File: config.mk
export PLATFORM = sky130hd
export DESIGN_NAME = syncfifo_prog
export DESIGN_NICKNAME = d
export VERILOG_FILES = /design/src/rtl/syncfifo_prog.sv
export SDC_FILE = /design/constraint.sdc
export NUM_CORES = 1
export LEC_CHECK = 0
export BUFFER_PORTS_ARGS = -buffer_cell sky130_fd_sc_hd__buf_2
export CAP_MARGIN = 20
export CORE_ASPECT_RATIO = 0.8
export CORE_MARGIN = 2
export CORE_UTILIZATION = 45
export CTS_CLUSTER_SIZE = 24
export DETAILED_ROUTE_END_ITERATION = 10
export SYNTH_ARGS = -nofsm -noshare
export SYNTH_HDL_FRONTEND = slang
export SYNTH_SLANG_ARGS = --single-unit
File: constraint.sdc
create_clock -name clk -period 3.56 [get_ports clk]
set_input_delay 0.89 -clock clk [delete_from_list [all_inputs] [get_ports clk]]
set_output_delay 0.89 -clock clk [all_outputs]
set_load 0.03 [all_outputs]
File: src/rtl/syncfifo_prog.sv
// syncfifo_prog -- single-clock FIFO with generic width/depth, occupancy
// count, programmable almost-full/almost-empty flags and sticky
// overflow/underflow error flags.
//
// Optional build macro: FIFO_FWFT_EN
//   defined   : first-word fall-through; data_out = mem[rd_ptr] whenever
//               !empty, r_en acts as a pop acknowledge.
//   undefined : registered read; data_out is loaded on the edge that
//               accepts a read and is valid the following cycle.
//
// Ports:
//   clk          in   rising-edge clock
//   rst_n        in   asynchronous active-low reset
//   w_en         in   write request
//   r_en         in   read request
//   data_in      in   [DATA_W-1:0] write data
//   err_clr      in   synchronous clear of overflow/underflow
//   data_out     out  [DATA_W-1:0] read data
//   full         out  count == DEPTH
//   empty        out  count == 0
//   almost_full  out  count >= AF_THRESH
//   almost_empty out  count <= AE_THRESH
//   count        out  [$clog2(DEPTH):0] occupancy 0..DEPTH
//   overflow     out  sticky: a write was rejected
//   underflow    out  sticky: a read was rejected
//
// DEPTH must be a power of 2 and at least 4.

module syncfifo_prog #(
    parameter int DATA_W    = 8,
    parameter int DEPTH     = 16,
    parameter int AF_THRESH = DEPTH - 2,
    parameter int AE_THRESH = 2
) (
    input  logic                   clk,
    input  logic                   rst_n,
    input  logic                   w_en,
    input  logic                   r_en,
    input  logic [DATA_W-1:0]      data_in,
    input  logic                   err_clr,
    output logic [DATA_W-1:0]      data_out,
    output logic                   full,
    output logic                   empty,
    output logic                   almost_full,
    output logic                   almost_empty,
    output logic [$clog2(DEPTH):0] count,
    output logic                   overflow,
    output logic                   underflow
);

    localparam int AW = $clog2(DEPTH);
    localparam int CW = AW + 1;

    localparam logic [CW-1:0] DEPTH_C = CW'(DEPTH);
    localparam logic [CW-1:0] AF_C    = CW'(AF_THRESH);
    localparam logic [CW-1:0] AE_C    = CW'(AE_THRESH);

    logic [DATA_W-1:0] mem [DEPTH];
    logic [AW-1:0]     wr_ptr;
    logic [AW-1:0]     rd_ptr;
    logic [CW-1:0]     count_nxt;
    logic              wr_ok;
    logic              rd_ok;

    // Handshake: a request is honoured on the rising edge where it is
    // sampled high and the FIFO can take it. A read needs a non-empty FIFO.
    // A write needs room, or a simultaneous read that frees a slot on the
    // same edge (so a full FIFO can stream with w_en and r_en both high).
    // A rejected request has no effect apart from its sticky error flag.
    assign rd_ok = r_en && !empty;
    assign wr_ok = w_en && (!full || r_en);

    always_comb begin
        count_nxt = count;
        case ({wr_ok, rd_ok})
            2'b10:   count_nxt = count + CW'(1);
            2'b01:   count_nxt = count - CW'(1);
            default: count_nxt = count;
        endcase
    end

    // Pointers, count and status flags. Flags are registered from the
    // next-state count so they change on the same edge as count.
    always_ff @(posedge clk or negedge rst_n) begin
        if (!rst_n) begin
            wr_ptr       <= '0;
            rd_ptr       <= '0;
            count        <= '0;
            full         <= 1'b0;
            empty        <= 1'b1;
            almost_full  <= 1'b0;
            almost_empty <= 1'b1;
        end else begin
            if (wr_ok) wr_ptr <= wr_ptr + AW'(1);
            if (rd_ok) rd_ptr <= rd_ptr + AW'(1);
            count        <= count_nxt;
            full         <= (count_nxt == DEPTH_C);
            empty        <= (count_nxt == '0);
            almost_full  <= (count_nxt >= AF_C);
            almost_empty <= (count_nxt <= AE_C);
        end
    end

    // Sticky errors: a new error on the same edge as err_clr wins.
    always_ff @(posedge clk or negedge rst_n) begin
        if (!rst_n) begin
            overflow  <= 1'b0;
            underflow <= 1'b0;
        end else begin
            if (w_en && full && !r_en) overflow <= 1'b1;
            else if (err_clr)          overflow <= 1'b0;

            if (r_en && empty)         underflow <= 1'b1;
            else if (err_clr)          underflow <= 1'b0;
        end
    end

    // Storage is not reset.
    always_ff @(posedge clk) begin
        if (wr_ok) mem[wr_ptr] <= data_in;
    end

`ifdef FIFO_FWFT_EN
    // Head word is always visible; meaningless while empty.
    assign data_out = mem[rd_ptr];
`else
    always_ff @(posedge clk or negedge rst_n) begin
        if (!rst_n)     data_out <= '0;
        else if (rd_ok) data_out <= mem[rd_ptr];
    end
`endif

endmodule

==> results.py, run 1 <==
metrics = {
    "worst_setup_path": {
        "start_kind": "input pin",
        "rr_worst_depth": 10,
        "cp_max_fo": 5,
        "crit_chain": "buf_2 -> nand2b_1 -> and2_1 -> inv_1 -> ha_1 -> xor2_1 -> ha_1 -> a21oi_1 -> a2bb2oi_1 -> a311oi_1 -> xor2_1 -> a2111oi_0",
        "cp_top_family": "compound AO/OA/AOI/OAI gates",
        "end_kind": "register",
        "cp_num_buf_inv": 2,
        "worstPathRequired_ns": 3.85,
        "worstSetupPathDepth": 12,
        "setup.worst_path.class": "in -> reg",
        "crit_arrival_ns": 3.16,
        "critPathMaxStageDelay_ns": 0.41,
        "cp_slowest_cell": "a2111oi_0",
    },
    "synth": {
        "synth-xor-area-share_pct": 1.53,
        "synth_mux_area_share_pct": 15.3,
        "syn_area_um2": 6310,
        "synth.top_cells.by_count": "128 x edfxtp_1, 25 x dfrtp_1, 17 x mux4_1",
        "synthAdderAreaFrac_pct": 1.59,
        "ys_types": 43,
        "async_flop_share_pct": 17.4,
        "yosys.area.top_type": "edfxtp_1",
        "synthFlopType": "edfxtp_1",
        "synth_edf_count": 128,
        "synth_seq_area_share_pct": 71.7,
        "synthSimpleGateAreaFrac_pct": 4.60,
        "synth_area_leaders": "edfxtp_1 61%, dfrtp_1 9.9%, mux4_1 7.1%, mux4_2 5.4%, mux2_2 1.6%",
        "avgSynthCellArea_um2": 19.2,
        "yosysTopAreaCellShare_pct": 60.9,
        "synth_top_family_by_area": "multiplexers",
        "ys_ff_latch": 155,
        "synth-compound-area-share_pct": 2.96,
        "synth_most_common_cell": "edfxtp_1",
        "synth_cells": 328,
        "ys_warn_count": 0,
        "syn-num-nets": 349,
    },
    "detailed_routing": {
        "wl_per_cell_um": 21.7,
        "ant_nets": 0,
        "wl_met3_um": 725,
        "topRoutingLayerUsed": "met4",
        "wl_met2_um": 5590,
        "viasPerCell": 5.45,
        "wl_met1_um": 5830,
        "drt-total-wl_um": 12300,
        "drtIter0Drc": 241,
        "num_vias": 3087,
        "drc": 0,
        "dr.pass1.iters": 4,
    },
    "power_and_ir_drop": {
        "switching_share_pct": 32.1,
        "ir_drop_mv": 0.387,
        "combPwrFrac_pct": 29.2,
        "leakagePower_nw": 2.61,
        "pwr-share-seq_pct": 41.1,
        "switchingPower_mw": 1.97,
        "internal_power_mw": 4.17,
        "power.density_nw_per_um2": 839,
        "pwr-share-clk_pct": 29.7,
    },
    "global_routing": {
        "grt_max_degree": 36,
        "grt.total_usage_pct": 18.1,
        "grt_pass1_vias": 3118,
        "antenna_found_initial": 0,
        "grt-ovfl-total": 0,
        "grt_pass1_wl_um": 18700,
    },
    "timing": {
        "setup_tns_ns": 0,
        "finalHoldViolations": 0,
        "fmax_mhz": 349,
        "worst_pin_slew_ns": 0.972,
        "finalCritPeriodShare_pct": 80.6,
        "hold_slack_ns": 0.490,
        "setup_violations": 0,
        "final_max_slew_viol_count": 0,
        "final.min_clock_period_ns": 2.87,
        "timing.slew.headroom_pct": 35.2,
        "rsz0062_at_grt": "false",
        "finClkSkew_ns": 0.0112,
    },
    "clock_tree": {
        "cts_hold_buf": 0,
        "cts_tree": "yes",
        "clk_pin_slew_ns": 0.06,
        "h-tree-depth": 4,
        "root_buffer": "clkbuf_16",
        "cts_resized": 0,
        "clockBufferDepth": 2,
        "clkSinkCount": 155,
        "clock_latency_ns": 0.42,
        "post-cts-setup-buffer-count": 0,
        "cts_inserted_buffers": 17,
    },
    "place": {
        "hpwl_um": 7630,
        "portBuffers": 31,
        "gp_congestion": 0.757,
    },
    "final_layout": {
        "syn_to_final_growth_pct": 15.9,
        "layout.nets": 395,
        "drive_above_1_share_pct": 27.5,
        "multi_input_area_um2": 1650,
        "seqCellArea_um2": 4520,
        "antenna_cells": 0,
        "fillCellCount": 1060,
    },
    "floorplanning": {
        "initial_core_util_pct": 46.2,
        "die_area_um2": 15000,
        "io_pins": 32,
        "die_w_um": 136,
        "core-area_um2": 13600,
        "fp.dieH_um": 110,
        "rows": 38,
    },
    "flow_run": {
        "drv_cap": 0,
    },
    "outcome": {
        "outcome": "finished clean",
    },
    "hold_path": {
        "hold_class": "in -> async",
    },
}
-- metrics by stage --
step | instances | util [%] | setup slack, ns | area (um2) | total power, mW
after CTS | 566 | 53.6 | 0.702 | 7310 | 6.20
after detailed placement | 535 | 49.2 | 0.282 | 6710 | 4.37
after global placement | 535 | 49.2 | 0.416 | 6710 | 4.35
after floorplan | 328 | - | 0.250 | 6310 | 3.83
final | 566 | 53.6 | 0.691 | 7310 | 6.13
after global routing | 566 | 53.6 | 0.513 | 7310 | 6.44
-- logic make-up after synthesis --
| family | after synthesis |
|---|---|
| DFF | 155 |
| and+or+nand+nor | 53 |
| muxes | 49 |
| buffers and inverters | 29 |
| AOI/OAI and AO/OA | 23 |
| xor gates and xnor gates | 11 |
| adders and majority gates | 8 |
-- state kept, by name (all words and copies together) (netlist names) --
| name | cells |
|---|---|
| almost_empty | 1 |
| almost_full | 1 |
| count | 5 |
| data_out | 8 |
| empty | 1 |
| full | 1 |
| mem | 128 |
| overflow | 1 |
| rd_ptr | 4 |
| underflow | 1 |
| wr_ptr | 4 |
-- layout make-up --
cell class / instances / area share [%]
well taps: 180 / 3.08
clock buffers: 18 / 5.87
clock inverters: 13 / 2.31
flip-flops and latches: 155 / 61.9
multi-input cells: 144 / 22.6
inverters: 11 / 0.565
repair buffers: 45 / 3.73
-- power by group through the flow --
stage          registers, mW  logic, mW  clock network [mW]
2_1_floorplan           2.59       1.24                   0
3_3_place_gp            2.56       1.79                   0
3_5_place_dp            2.56       1.81                   0
4_1_cts                 2.53       1.82                1.86
5_1_grt                 2.57       1.94                1.93
6_report                2.52       1.79                1.82
-- layout by cell type (no fill, tap or decap), types with 4 or more instances in the layout --
master	Yosys	routed
mux2i_1	8	8
nor2_1	9	9
dfrtp_1	25	24
ha_1	8	8
and2_1	10	10
buf_4	0	13
inv_1	11	11
mux2_2	9	9
xor2_1	5	5
clkbuf_16	0	17
a221o_1	8	8
buf_2	2	31
mux4_1	17	17
mux4_2	15	15
edfxtp_1	128	128
nand2_1	9	9
clkinvlp_4	0	4
xnor2_1	6	6
nor3_1	8	8
-- per-layer routing --
metal / GRT usage [%] / vias up
li1: - / 1410
met1: 26.2 / 1589
met2: 26.7 / 75
met3: 4.98 / 13
met4: 6.18 / 0
met5: 0 / -
-- path summary, 6_finish.rpt --
path / startpoint / to / slack [ns]
max in group asynchronous: rst_n / rd_ptr[0] / 2.63
setup reg to reg: empty / almost_empty / 0.89
setup / recovery: r_en / almost_empty / 0.69
min in group clk: data_out[7] / data_out[7] / 0.52
hold / removal: rst_n / count[0] / 0.49
hold reg to reg: data_out[7] / data_out[7] / 0.52
Note: power is estimated with default switching activity, not from simulation.
==> inputs of run 2 (changes only) <==
==> constraint.sdc (replaced) <==
create_clock -name clk -period 2.4 [get_ports clk]
set_input_delay 0.6 -clock clk [delete_from_list [all_inputs] [get_ports clk]]
set_output_delay 0.6 -clock clk [all_outputs]
set_load 0.03 [all_outputs]
==> results.py, run 2 (synthesized netlist as in run 1, its figures left out) <==
metrics = {
    "outcome": {
        "outcome": "finished clean",
    },
    "floorplanning": {
        "core-area_um2": 13600,
        "fp.dieH_um": 110,
        "die_area_um2": 15000,
        "die_w_um": 136,
        "io_pins": 32,
        "rows": 38,
        "initial_core_util_pct": 46.2,
    },
    "final_layout": {
        "mostFrequentLayoutCells": "128 x edfxtp_1, 33 x buf_4, 31 x buf_2",
        "syn_to_final_growth_pct": 20.8,
        "drive_above_1_share_pct": 33.9,
        "antenna_cells": 0,
        "top_regs": "mem (128), data_out (8), count (5)",
        "largest_reg_flops": 128,
        "regMostFlops": "mem",
        "layout.nets": 418,
        "final_common_cell": "edfxtp_1",
    },
    "detailed_routing": {
        "drt-total-wl_um": 12200,
        "dr.pass1.iters": 5,
        "ant_nets": 0,
        "viasPerCell": 5.40,
        "drc": 0,
        "drtIter0Drc": 183,
        "num_vias": 3185,
        "wl_per_cell_um": 20.6,
    },
    "worst_setup_path": {
        "crit_arrival_ns": 2.68,
        "cp_top_family": "compound AO/OA/AOI/OAI gates",
        "path_common_cell": "xor2_2",
        "r2r_setup_slack_ns": 0.03,
        "worstSetupEndpoint": "almost_full",
        "cp_slowest_cell": "dfstp_2",
        "setup.worst_path.class": "reg -> reg",
        "end_kind": "register",
        "cp_num_buf_inv": 2,
        "cp_max_fo": 5,
        "rr_worst_depth": 11,
        "critPathMaxStageDelay_ns": 0.53,
        "crit_chain": "nand2b_4 -> inv_4 -> ha_4 -> xor2_2 -> ha_2 -> a21oi_2 -> a2bb2oi_2 -> a311oi_2 -> xor2_2 -> buf_4 -> a31o_4",
        "worstSetupPathDepth": 11,
        "start_kind": "register",
        "reg2reg_from": "empty",
        "crit_path_start": "empty",
        "regToRegEndpoint": "almost_full",
        "worstPathRequired_ns": 2.71,
    },
    "timing": {
        "finalCritPeriodShare_pct": 98.7,
        "final_max_slew_viol_count": 0,
        "fmax_mhz": 422,
        "final.min_clock_period_ns": 2.37,
        "rsz0062_at_grt": "true",
        "setup_violations": 0,
        "worst_pin_slew_ns": 0.611,
        "hold_slack_ns": 0.188,
        "finClkSkew_ns": 0.0183,
        "finalHoldViolations": 0,
        "timing.slew.headroom_pct": 59.3,
        "setup_tns_ns": 0,
    },
    "global_routing": {
        "grt_max_degree": 36,
        "grt.total_usage_pct": 18.1,
        "grt_pass1_wl_um": 18700,
        "grt-ovfl-total": 0,
        "grt_pass1_vias": 3237,
        "antenna_found_initial": 0,
    },
    "power_and_ir_drop": {
        "leakagePower_nw": 2.76,
        "power.density_nw_per_um2": 1250,
        "power_mw": 9.52,
        "ir_drop_mv": 0.745,
    },
    "place": {
        "hpwl_um": 8040,
        "portBuffers": 31,
        "gp_congestion": 0.738,
    },
    "hold_path": {
        "hold_class": "in -> async",
    },
    "clock_tree": {
        "clkSinkCount": 155,
        "cts_hold_buf": 0,
        "clockBufferDepth": 2,
        "clock_latency_ns": 0.42,
        "root_buffer": "clkbuf_16",
        "h-tree-depth": 4,
        "clk_pin_slew_ns": 0.06,
        "cts_tree": "yes",
        "cts_inserted_buffers": 17,
    },
    "flow_run": {
        "drv_cap": 0,
    },
}
## run 2: power by group
part | internal (mW) | switching [mW]
registers | 3.36 | 0.275
logic | 1.46 | 1.67
clock network | 1.74 | 1.03
total | 6.55 | 2.98
## run 2: what timing repair did
action / CTS / global route
setup buffers: 3 / 2
resized for setup: 3 / 6
setup endpoints to repair: 4 / 4
pin swaps: 3 / 3
## run 2: layer usage
layer	GRT usage (%)	up-vias	share of wire (%)
met4	6.47	0	1.0
met3	4.75	9	5.0
met5	0	-	0
met1	25.1	1650	48
met2	28.1	68	46
li1	-	1458	-
## run 2: layout make-up
| type | instances | area (um2) |
|---|---|---|
| fillers | 1019 | 6020 |
| flip-flops and latches | 155 | 4520 |
| multi-input cells | 144 | 1720 |
| repair buffers | 68 | 483 |
| clock buffers | 17 | 425 |
| well taps | 180 | 225 |
| clock inverters | 15 | 196 |
| inverters | 11 | 51.3 |
## run 2: worst min path at each step
stage               slack, ns           to  depth (start not counted)        start
detailed placement       0.50  data_out[0]                          1  data_out[0]
CTS                      0.19     count[1]                          1        rst_n
finish                   0.19    wr_ptr[1]                          1        rst_n
floorplan                0.30  almost_full                          0        rst_n
global placement         0.50  data_out[0]                          1  data_out[0]
global route             0.22     count[1]                          1        rst_n
## run 2: through the flow
stage	cells	utilization (%)	cell area, um2	worst slack, ns
floorplan	328	-	6360	-0.237
global placement	553	50.6	6910	-0.266
detailed placement	553	50.6	6910	-0.401
CTS	588	55.5	7580	-0.0210
global route	590	55.9	7620	-0.0916
finish	590	55.9	7620	0.0322
==> inputs of run 3 (changes only) <==
--- a/config.mk
+++ b/config.mk
@@ -12,6 +12,7 @@
 export CORE_UTILIZATION = 45
 export CTS_CLUSTER_SIZE = 24
 export DETAILED_ROUTE_END_ITERATION = 10
+export PLACE_DENSITY = 0.65
 export SYNTH_ARGS = -nofsm -noshare
 export SYNTH_HDL_FRONTEND = slang
 export SYNTH_SLANG_ARGS = --single-unit
==> results.py, run 3 (synthesized netlist as in run 1, its figures left out) <==
metrics = {
    "clock_tree": {
        "cts_inserted_buffers": 17,
        "clock_latency_ns": 0.42,
        "root_buffer": "clkbuf_16",
        "clkSinkCount": 155,
        "cts_tree": "yes",
        "cts_hold_buf": 0,
        "clockBufferDepth": 2,
        "h-tree-depth": 4,
        "clk_pin_slew_ns": 0.06,
    },
    "final_layout": {
        "regMostFlops": "mem",
        "finish.utilization_pct": 55.8,
        "layout.nets": 415,
        "syn_to_final_growth_pct": 20.7,
        "mostFrequentLayoutCells": "128 x edfxtp_1, 31 x buf_2, 28 x buf_4",
        "final_common_cell": "edfxtp_1",
        "top_regs": "mem (128), data_out (8), count (5)",
        "largest_reg_flops": 128,
        "antenna_cells": 0,
        "layoutNonFillerInstCount": 587,
        "drive_above_1_share_pct": 34.9,
    },
    "power_and_ir_drop": {
        "power_mw": 9.42,
        "leakagePower_nw": 2.74,
        "power.density_nw_per_um2": 1240,
        "ir_drop_mv": 0.652,
    },
    "worst_setup_path": {
        "worstPathRequired_ns": 2.72,
        "cp_max_fo": 5,
        "critPathMaxStageDelay_ns": 0.53,
        "cp_slowest_cell": "dfstp_2",
        "crit_path_start": "empty",
        "reg2reg_from": "empty",
        "path_common_cell": "xor2_2",
        "crit_chain": "nand2b_4 -> inv_4 -> ha_4 -> xor2_2 -> ha_2 -> a21oi_2 -> a2bb2oi_2 -> a311oi_2 -> xor2_2 -> nor4b_4",
        "rr_worst_depth": 10,
        "r2r_setup_slack_ns": -0.006,
        "worstSetupEndpoint": "full",
        "setup.worst_path.class": "reg -> reg",
        "regToRegEndpoint": "full",
        "start_kind": "register",
        "end_kind": "register",
        "crit_arrival_ns": 2.73,
    },
    "detailed_routing": {
        "wl_met3_um": 669,
        "viasPerCell": 5.55,
        "drtIter0Drc": 307,
        "wl_per_cell_um": 21.6,
        "drc": 0,
        "dr.pass1.iters": 4,
        "drt-total-wl_um": 12700,
        "ant_nets": 0,
        "wl_met2_um": 5930,
        "num_vias": 3260,
        "wl_met1_um": 5940,
        "topRoutingLayerUsed": "met4",
    },
    "floorplanning": {
        "core-area_um2": 13600,
        "die_w_um": 136,
        "die_area_um2": 15000,
        "fp.dieH_um": 110,
        "initial_core_util_pct": 46.2,
        "io_pins": 32,
        "rows": 38,
    },
    "flow_run": {
        "drv_cap": 0,
    },
    "timing": {
        "final.min_clock_period_ns": 2.41,
        "setup_slack_ns": -0.00637,
        "rsz0062_at_grt": "true",
        "fmax_mhz": 416,
        "finalCritPeriodShare_pct": 100,
        "finalHoldViolations": 0,
        "timing.slew.headroom_pct": 60.6,
        "setup_violations": 1,
        "worst_pin_slew_ns": 0.591,
        "final_max_slew_viol_count": 0,
        "finClkSkew_ns": 0.00594,
    },
    "global_routing": {
        "grt.total_usage_pct": 18.3,
        "grt_pass1_wl_um": 19300,
        "antenna_found_initial": 0,
        "grt_pass1_vias": 3229,
        "grt_max_degree": 36,
        "grt-ovfl-total": 0,
    },
    "place": {
        "gp_congestion": 0.770,
        "placed_cells": 553,
        "portBuffers": 31,
        "hpwl_um": 8070,
        "dp_slack_ns": -0.357,
    },
    "outcome": {
        "violations": "setup timing",
        "outcome": "finished with violations",
    },
    "hold_path": {
        "hold_class": "in -> async",
    },
}
-- run 3: cell types whose count changed in the layout (fill, tap and decap cells not counted), sizes merged --
cell,delta
buf,-3
inv,+3
bufinv,-2
clkinv,-1
-- run 3: routing by layer --
| metal | up-vias | global-route usage [%] |
|---|---|---|
| met4 | 0 | 6.32 |
| li1 | 1459 | - |
| met1 | 1676 | 26.5 |
| met3 | 11 | 3.60 |
| met5 | - | 0 |
| met2 | 114 | 28.1 |
-- run 3: worst min-delay path by stage --
stage                start           to  slack [ns]  depth (start not counted)
4_1_cts              rst_n     count[3]        0.20                          1
3_3_place_gp   data_out[6]  data_out[6]        0.52                          1
2_1_floorplan        rst_n  almost_full        0.30                          0
5_1_grt              rst_n     count[3]        0.23                          1
6_report             rst_n  almost_full        0.18                          1
3_5_place_dp   data_out[7]  data_out[7]        0.51                          1
-- run 3: worst max-delay path: cells and delay by family, from the launching register on --
family                     cells  cell delay, ns
AOI/OAI and AO/OA              3            0.53
buffers and inverters          1            0.04
and+or+nand+nor                2            0.37
DFF                            1            0.53
xor gates and xnor gates       2            0.43
adders and majority gates      2            0.40
-- run 3: power by group --
group | switching (mW) | internal [mW]
clock | 1.11 | 1.55
combinational | 1.65 | 1.44
sequential | 0.316 | 3.35
total | 3.08 | 6.34
-- run 3: repair_timing --
item,4_1_cts,5_1_grt
gates resized for setup,3,8
buffers inserted,2,0
setup endpoints to repair,3,4
pin swaps,2,3
hold endpoints to repair,0,0
gates cloned,0,0
-- run 3: final cells by class --
cell class                 instances  area [um2]
clock buffer                      17         425
sequential                       155        4520
timing repair buffer              65         485
tap                              180         225
fill                            1042        6030
inverter                          11        51.3
multi-input combinational        144        1740
clock inverter                    15         163
-- run 3: metrics by stage --
step / setup TNS (ns) / instance area, um2 / hold WS, ns
floorplan: -0.770 / 6360 / 0.304
finish: -0.00637 / 7610 / 0.183
CTS: -0.0364 / 7570 / 0.196
global route: -0.327 / 7610 / 0.230
global placement: -0.840 / 6950 / 0.517
detailed placement: -1.31 / 6950 / 0.510
